**config.mk**
```make
export PLATFORM = sky130hd
export DESIGN_NAME = div_unit
export DESIGN_NICKNAME = d
export VERILOG_FILES = /design/src/rtl/div_unit.sv
export SDC_FILE = /design/constraint.sdc
export NUM_CORES = 1
export LEC_CHECK = 0
export BUFFER_PORTS_ARGS = -buffer_cell sky130_fd_sc_hd__buf_2
export CAP_MARGIN = 25
export CORE_MARGIN = 2
export CORE_UTILIZATION = 30
export CTS_CLUSTER_DIAMETER = 150
export CTS_CLUSTER_SIZE = 28
export DETAILED_ROUTE_END_ITERATION = 10
export PLACE_DENSITY = 0.48
export SLEW_MARGIN = 15
export SYNTH_ARGS = -nofsm -noshare
export SYNTH_HDL_FRONTEND = slang
export SYNTH_SLANG_ARGS = --single-unit
```
**constraint.sdc**
```tcl
create_clock -name clk -period 9.9 [get_ports clk]
set_input_delay 1.98 -clock clk [delete_from_list [all_inputs] [get_ports clk]]
set_output_delay 1.98 -clock clk [all_outputs]
set_load 0.01 [all_outputs]
```
**src/rtl/div_unit.sv**
```systemverilog
// div_unit -- multi-cycle radix-2 restoring integer divider (DIV / DIVU).
//
// Holds the pipeline through stall_div while a divide is in flight and
// asserts ready for as long as the result is valid. The result is packed as
// {remainder, quotient} so that HI gets the remainder and LO the quotient.
//
// Ports:
//   clk        rising-edge clock
//   rst        asynchronous, active-high reset
//   start      DIV/DIVU present in EXE (held high while stalled)
//   signed_div 1 = two's-complement divide, 0 = unsigned
//   opa, opb   dividend / divisor, sampled only on the IDLE->BUSY transition
//   flush      annul the current operation; overrides start and hold
//   hold       pipeline frozen elsewhere; keeps a finished result in DONE
//   stall_div  stall request to the hazard unit
//   ready      result valid this cycle
//   result     {remainder, quotient}
//
// Build option DIV_BYZERO_FAST_EN: when defined, a zero divisor skips the
// iteration and completes one cycle after start with {opa, all-ones}.
//
// state | meaning
// ------+--------------------------------------------------------------
// IDLE  | waiting for start; stall_div follows start in the request cycle
// BUSY  | one shift-subtract step per cycle, DATA_W steps in total
// DONE  | result registered, ready high; waits here while hold is high

module div_unit #(
    parameter int DATA_W = 32,
    parameter int CNT_W  = 6
) (
    input  logic                clk,
    input  logic                rst,
    input  logic                start,
    input  logic                signed_div,
    input  logic [DATA_W-1:0]   opa,
    input  logic [DATA_W-1:0]   opb,
    input  logic                flush,
    input  logic                hold,
    output logic                stall_div,
    output logic                ready,
    output logic [2*DATA_W-1:0] result
);

    localparam int ACC_W = 2*DATA_W + 1;

    typedef enum logic [1:0] {IDLE, BUSY, DONE} divStateT;

    divStateT          state;
    divStateT          nextState;
    logic [ACC_W-1:0]  accReg;      // {remainder (DATA_W+1), quotient (DATA_W)}
    logic [DATA_W-1:0] divisorReg;
    logic              signQ;
    logic              signR;
    logic [CNT_W-1:0]  iterCnt;

    logic [DATA_W-1:0] absA;
    logic [DATA_W-1:0] absB;
    logic [ACC_W-1:0]  shifted;
    logic [ACC_W-1:0]  divShift;
    logic              canSub;
    logic [ACC_W-1:0]  stepAcc;
    logic              lastStep;
    logic [DATA_W-1:0] quotFinal;
    logic [DATA_W-1:0] remFinal;
    logic              startReq;

    assign absA     = (signed_div && opa[DATA_W-1]) ? -opa : opa;
    assign absB     = (signed_div && opb[DATA_W-1]) ? -opb : opb;
    assign startReq = start & ~flush;

    // The divisor is aligned with the remainder field so the whole step is a
    // single full-width compare/subtract; bit 0 of the shifted value is the
    // freshly vacated quotient bit.
    assign shifted   = accReg << 1;
    assign divShift  = {1'b0, divisorReg, {DATA_W{1'b0}}};
    assign canSub    = (shifted >= divShift);
    assign stepAcc   = canSub ? ((shifted - divShift) | ACC_W'(1)) : shifted;
    assign lastStep  = (iterCnt == CNT_W'(DATA_W - 1));

    // Sign fix-up is taken from the value produced by the final step so the
    // corrected result can be registered on the BUSY->DONE edge.
    assign quotFinal = signQ ? -stepAcc[DATA_W-1:0]        : stepAcc[DATA_W-1:0];
    assign remFinal  = signR ? -stepAcc[2*DATA_W-1:DATA_W] : stepAcc[2*DATA_W-1:DATA_W];

    always_ff @(posedge clk or posedge rst) begin
        if (rst) begin
            state <= IDLE;
        end else begin
            state <= nextState;
        end
    end

    always_comb begin
        nextState = state;
        stall_div = 1'b0;
        ready     = 1'b0;
        if (flush) begin
            nextState = IDLE;
        end else begin
            case (state)
                IDLE: begin
                    stall_div = start;
                    if (start) begin
`ifdef DIV_BYZERO_FAST_EN
                        nextState = (opb == '0) ? DONE : BUSY;
`else
                        nextState = BUSY;
`endif
                    end
                end
                BUSY: begin
                    stall_div = 1'b1;
                    if (lastStep) begin
                        nextState = DONE;
                    end
                end
                DONE: begin
                    ready = 1'b1;
                    if (!hold) begin
                        nextState = IDLE;
                    end
                end
                default: nextState = IDLE;
            endcase
        end
    end

    always_ff @(posedge clk or posedge rst) begin
        if (rst) begin
            accReg     <= '0;
            divisorReg <= '0;
            signQ      <= 1'b0;
            signR      <= 1'b0;
            iterCnt    <= '0;
            result     <= '0;
        end else if (state == IDLE && startReq) begin
            accReg     <= {{(DATA_W+1){1'b0}}, absA};
            divisorReg <= absB;
            signQ      <= signed_div & (opa[DATA_W-1] ^ opb[DATA_W-1]);
            signR      <= signed_div & opa[DATA_W-1];
            iterCnt    <= '0;
`ifdef DIV_BYZERO_FAST_EN
            if (opb == '0) begin
                result <= {opa, {DATA_W{1'b1}}};
            end
`endif
        end else if (state == BUSY && !flush) begin
            accReg  <= stepAcc;
            iterCnt <= iterCnt + CNT_W'(1);
            if (lastStep) begin
                result <= {remFinal, quotFinal};
            end
        end
    end

endmodule

```
==> impl_metrics.csv, run 1 <==
group,metric,value,unit
logic_synthesis,dominantRegCellSynth,"dfrtp_1",
floorplan,start_util,30.4,%
setup_path,required,10190,ps
logic_synthesis,synth_cell_types,73,
sta,fin_setup_tns,0,ps
setup_path,crit_fanout,26,
cells_and_area,area_delta_synth_final,16.3,%
setup_path,crit_buf_inv,1,
global_route,grt_pass1_wl,56300,um
sta,finalCritPeriodShare,56.6,%
setup_path,slowest_stage,"or4_4",
logic_synthesis,synth-edff-count,0,
route,viasPerCell,5.11,
cells_and_area,final_area,13300,um^2
cells_and_area,final.fill_count,3933,
placement,dp.cells,1956,
logic_synthesis,synth_top_area_cell,"dfrtp_1",
logic_synthesis,yosys_warnings,0,
global_route,gr-total-overflow,0,
clock_tree,cts_resized,0,
floorplan,die_y,199,um
logic_synthesis,syn_area,11400,um^2
clock_tree,cts.sinks,170,
clock_tree,root_buffer,"clkbuf_16",
route,route.detailed.drc,0,
pwr,powerDensity,327,nW/um^2
setup_path,reg2reg_depth,12,
sta,worst_pin_slew,994,ps
sta,finalHoldViolCount,0,
placement,dp_hpwl,27100,um
setup_path,r2r_setup_slack,4290,ps
run,maxCapViolations,0,
logic_synthesis,avgSynthCellArea,8.35,um^2
setup_path,path_cells,"or4_4 -> or4_4 -> or4_1 -> or4_4 -> a211o_2 -> nand2_2 -> buf_4 -> mux2i_1 -> nand4_2 -> o41ai_1 -> xnor2_1 -> o21ai_1",
clock_tree,clk_pin_slew,80,ps
setup_path,arrival,5890,ps
sta,skew,16.5,ps
setup_path,crit_type,"reg -> reg",
pwr,leakage,5.90,nW
route,finalWirelength,35600,um
route,wl_per_cell,17.9,um
sta,slew-limit-headroom,32.0,%
logic_synthesis,synth-seq-cells,170,
logic_synthesis,synth_common_cells,"222 x o21ai_0, 219 x nand2_1, 170 x dfrtp_1",
floorplan,die_w,199,um
min_path,hp-class,"reg -> reg",
sta,max_freq,178,MHz
logic_synthesis,synth_area_leaders,"dfrtp_1 37%, o21ai_0 9.7%, nand2_1 7.2%",
route,drtAntennaViolNets,0,
placement,place_ws,4360,ps
setup_path,timing.critical_path.mode_cell,"or4_4",
floorplan,num_rows,71,
logic_synthesis,synthMostInstantiatedCell,"o21ai_0",
global_route,grt_pass1_vias,9543,
clock_tree,worst_skew_pair.late_latency,450,ps
sta,finalSetupViolCount,0,
min_path,hold_path_depth,2,
clock_tree,hold_buffers,0,
setup_path,path_delay_family,"simple AND/OR/NAND/NOR gates",
global_route,grt_max_degree,110,
clock_tree,clockBufferDepth,2,
placement,placed_cell_area,12600,um^2
clock_tree,cts_setup_buffers,0,
sta,setup_ws,4290,ps
pwr,ir_drop,155,uV
cells_and_area,diodes,0,
sta,rsz0062_at_grt,"no",
clock_tree,cts_made_buffers,17,
route,drt_pass1_iterations,5,
logic_synthesis,synthCells,1370,
sta,fin_crit,5610,ps
logic_synthesis,yosysSeqAreaShare,37.2,%
placement,numPortBuffers,135,
logic_synthesis,synth-async-reset-ratio,100,%
cells_and_area,stdcell_count,1991,
logic_synthesis,synth_top_area_share,37.2,%
route,via_count,10200,
route,drt_iter0_markers,647,
setup_path,cp_num_cells,12,
floorplan,dieArea,39700,um^2
floorplan,io_pins,136,
setup_path,max_stage_delay,590,ps
status,outcome,"finished clean",
cells_and_area,nets,1575,
setup_path,endpoint_kind,"flop",
placement,place.gp.congestion,0.911,
logic_synthesis,syn-num-nets,1478,
cells_and_area,drive_above_1_share,14.3,%
sta,finalMaxSlewViolations,0,
clock_tree,cts_tree,"done",
floorplan,core_area,37600,um^2
clock_tree,h-tree-depth,4,
setup_path,cp-start-kind,"flop",
global_route,antenna_found_initial,0,
global_route,gr-usage-all-layers,18.3,%
==> cells in the final DEF, fill, tap and decap left out, types with 4 or more instances in the layout <==
cell / instances
a211o_2: 4
a211oi_1: 9
a21o_1: 13
a21oi_1: 69
a22oi_1: 29
a31oi_1: 8
and2_1: 12
buf_2: 135
buf_4: 8
bufinv_16: 5
clkbuf_16: 17
dfrtp_1: 170
ha_1: 37
inv_1: 53
inv_6: 7
mux2i_1: 23
nand2_1: 219
nand2b_1: 4
nand3_1: 22
nand3b_1: 5
nand4_1: 11
nor2_1: 65
nor3_1: 24
nor4_1: 13
o211ai_1: 5
o21a_1: 4
o21ai_0: 222
o21ai_1: 9
o31ai_1: 24
o41ai_1: 14
o41ai_2: 4
or3_1: 8
or4_1: 11
xnor2_1: 80
xor2_1: 69
==> flip-flops by register name, summed over array words and instances (netlist names) <==
name,cells
result,64
signQ,1
divisorReg,32
state,2
iterCnt,6
accReg,64
signR,1
==> stage by stage <==
step           utilization [%]  power [mW]  hold slack, ps
4_1_cts                   35.3        4.33             481
3_3_place_gp              33.5        3.53             458
5_1_grt                   35.4        4.70             497
2_1_floorplan                -        2.86             450
3_5_place_dp              33.5        3.53             466
6_report                  35.4        4.36             475
==> worst min-delay path, cell delays in order (launching register included) <==
cell and delay (ps):
dfrtp_1 340, nand2_1 50, o21ai_0 60
==> final timing paths <==
path | from | endpoint
max in group asynchronous | rst | divisorReg[29]
min in group asynchronous | rst | result[24]
worst min register to register | result[51] | result[51]
worst min-delay path | result[51] | result[51]
worst max register to register | accReg[6] | result[62]
worst max-delay path | accReg[6] | result[62]
==> area by class of cell <==
cell class	instances	area [um^2]	area share, %
Clock buffer	17	425	3.20
Inverter	55	214	1.61
Clock inverter	15	250	1.88
Sequential cell	170	4250	32.0
Multi-Input combinational cell	1076	6740	50.7
Timing Repair Buffer	147	778	5.85
Tap cell	511	639	4.81
==> kinds of logic after synthesis <==
kind of cell,Yosys count,share of synthesized area [%]
simple gates,420,17.0
xor+xnor,149,11.4
fa+ha+maj,38,4.22
compound gates,446,23.9
mux,23,2.01
flops,170,37.2
buf+inv,124,4.21
==> power by group <==
group	total, mW	switching, mW	internal [mW]
Clock	0.787	0.327	0.459
Combinational	2.58	1.64	0.936
Sequential	0.990	0.174	0.816
==> routing by layer <==
| metal | routed length [um] | vias up | share of wire [%] | GRT usage (%) |
|---|---|---|---|---|
| li1 | - | 5088 | - | - |
| met1 | 18600 | 4852 | 52 | 28.3 |
| met2 | 15200 | 217 | 43 | 26.5 |
| met3 | 1430 | 23 | 4.0 | 2.75 |
| met4 | 328 | 0 | 0.92 | 3.79 |
| met5 | 0 | - | 0 | 0 |
Power figures use the tool's default switching activity.
==> inputs of run 2 (changes only) <==
--- a/config.mk
+++ b/config.mk
@@ -12,7 +12,7 @@
 export CTS_CLUSTER_DIAMETER = 150
 export CTS_CLUSTER_SIZE = 28
 export DETAILED_ROUTE_END_ITERATION = 10
-export PLACE_DENSITY = 0.48
+export PLACE_DENSITY = 0.49
 export SLEW_MARGIN = 15
 export SYNTH_ARGS = -nofsm -noshare
 export SYNTH_HDL_FRONTEND = slang
==> constraint.sdc (replaced) <==
create_clock -name clk -period 4.61 [get_ports clk]
set_input_delay 0.922 -clock clk [delete_from_list [all_inputs] [get_ports clk]]
set_output_delay 0.922 -clock clk [all_outputs]
set_load 0.01 [all_outputs]
==> run 2 against run 1 <==
Total power increased by 130%. Maximum frequency increased by 26%. Largest power group unchanged. Core utilization up 1.6 points. Sequential share of layout area down 1.3 points. Routed wire length grew 3.4%. Critical path depth up 2. First-iteration DRC count rose by 12%. Critical endpoint is now result[60]. Global-route usage grew 0.78 points. Non-clock buffer count is 70 higher. Register-to-register slack got worse by 4100 ps.
==> impl_metrics.csv, run 2 (synthesis gave the netlist of run 1 again) <==
group,metric,value,unit
floorplan,io_pins,136,
cells_and_area,final.fill_count,3926,
sta,fin_crit,4460,ps
cells_and_area,nets,1645,
setup_path,cp-start-kind,"flop",
floorplan,start_util,30.4,%
sta,setup_ws,146,ps
cells_and_area,area_delta_synth_final,21.4,%
sta,finalSetupViolCount,0,
setup_path,required,4910,ps
sta,max_freq,224,MHz
pwr,ir_drop,358,uV
sta,holdWs,430,ps
placement,dp.cells,2023,
route,via_count,10400,
global_route,antenna_found_initial,0,
global_route,grt_max_degree,97,
floorplan,num_rows,71,
route,viasPerCell,5.06,
placement,dp_hpwl,28100,um
floorplan,die_w,199,um
route,drtAntennaViolNets,0,
route,drt_pass1_iterations,5,
setup_path,crit_type,"reg -> reg",
pwr,powerDensity,733,nW/um^2
sta,worst_pin_slew,848,ps
cells_and_area,diodes,0,
clock_tree,clockBufferDepth,2,
global_route,grt_pass1_wl,58300,um
route,route.detailed.drc,0,
route,drt_iter0_markers,726,
sta,finalCritPeriodShare,96.8,%
route,wl_per_cell,17.9,um
clock_tree,worst_skew_pair.late_latency,450,ps
cells_and_area,mostFrequentLayoutCells,"219 x nand2_1, 219 x o21ai_0, 170 x dfrtp_1",
clock_tree,hold_buffers,0,
cells_and_area,final_area,13900,um^2
clock_tree,clk_pin_slew,70,ps
min_path,hp-class,"in -> async",
global_route,gr-usage-all-layers,19.0,%
clock_tree,cts_made_buffers,17,
status,outcome,"finished clean",
route,finalWirelength,36800,um
cells_and_area,top_regs,"accReg (64), result (64), divisorReg (32)",
sta,finalMaxSlewViolations,0,
sta,skew,14.6,ps
sta,rsz0062_at_grt,"yes",
run,maxCapViolations,0,
global_route,grt_pass1_vias,10000,
placement,place_ws,-103,ps
pwr,finalPower,10.2,mW
clock_tree,cts.sinks,170,
pwr,leakage,6.20,nW
setup_path,crit_fanout,7,
floorplan,die_y,199,um
sta,finalHoldViolCount,0,
clock_tree,cts_tree,"done",
placement,placed_cell_area,13200,um^2
setup_path,arrival,4760,ps
global_route,gr-total-overflow,0,
sta,slew-limit-headroom,43.5,%
clock_tree,root_buffer,"clkbuf_16",
clock_tree,h-tree-depth,4,
placement,place.gp.congestion,0.864,
placement,numPortBuffers,135,
floorplan,dieArea,39700,um^2
cells_and_area,stdcell_count,2060,
cells_and_area,drive_above_1_share,18.8,%
setup_path,endpoint_kind,"flop",
floorplan,core_area,37600,um^2
[run 2: power breakdown]
part	internal [mW]	switching, mW	total, mW
logic	2.71	3.81	6.53
registers	1.75	0.388	2.14
clock network	0.827	0.692	1.52
[run 2: per-layer routing]
metal / up-vias / global-route usage [%] / wire, um
met3: 21 / 2.16 / 1690
met4: 0 / 3.76 / 321
met1: 4938 / 29.8 / 19200
met2: 241 / 28.0 / 15600
met5: - / 0 / 0
li1: 5218 / - / -
[run 2: final cells by class]
| cell class | instances | area [um^2] | area share [%] |
|---|---|---|---|
| Multi-Input combinational cell | 1076 | 6840 | 49.3 |
| Sequential cell | 170 | 4250 | 30.6 |
| Timing Repair Buffer | 217 | 1340 | 9.65 |
| Tap cell | 511 | 639 | 4.60 |
| Clock buffer | 18 | 439 | 3.16 |
| Inverter | 55 | 213 | 1.53 |
| Clock inverter | 13 | 160 | 1.15 |
[run 2: critical path, stage by stage, from the launching register on]
cell      delay [ps]
dfrtp_1          380
or4_4            530
or4_4            430
or4_4            460
or4_4            470
a211o_4          400
nand2_8           90
buf_4            190
inv_4             70
a221oi_4         350
buf_4            190
nand4_4          140
o41ai_2          390
xnor2_1          160
o21ai_1           70
[run 2: repair_timing]
action	4_1_cts	5_1_grt
endpoints found under the setup margin	8	18
pin swaps	4	4
gates cloned	0	0
resized for setup	6	5
hold endpoints to repair	0	0
setup buffers	3	1
[run 2: through the flow]
step | utilization [%] | TNS (ps)
floorplan | - | -925
global placement | 35.0 | -58.9
detailed placement | 35.0 | -549
CTS | 36.8 | 0
global route | 36.9 | -21.1
finish | 36.9 | 0
[run 2: path summary, 6_finish.rpt]
check | from | end | slack (ps) | cells past startpoint
min in group clk | result[51] | result[51] | 470 | 2
min reg2reg | result[51] | result[51] | 470 | 2
max | accReg[7] | result[60] | 150 | 14
max in group asynchronous | rst | divisorReg[31] | 3340 | 4
min | rst | result[20] | 430 | 2
max reg2reg | accReg[7] | result[60] | 150 | 14
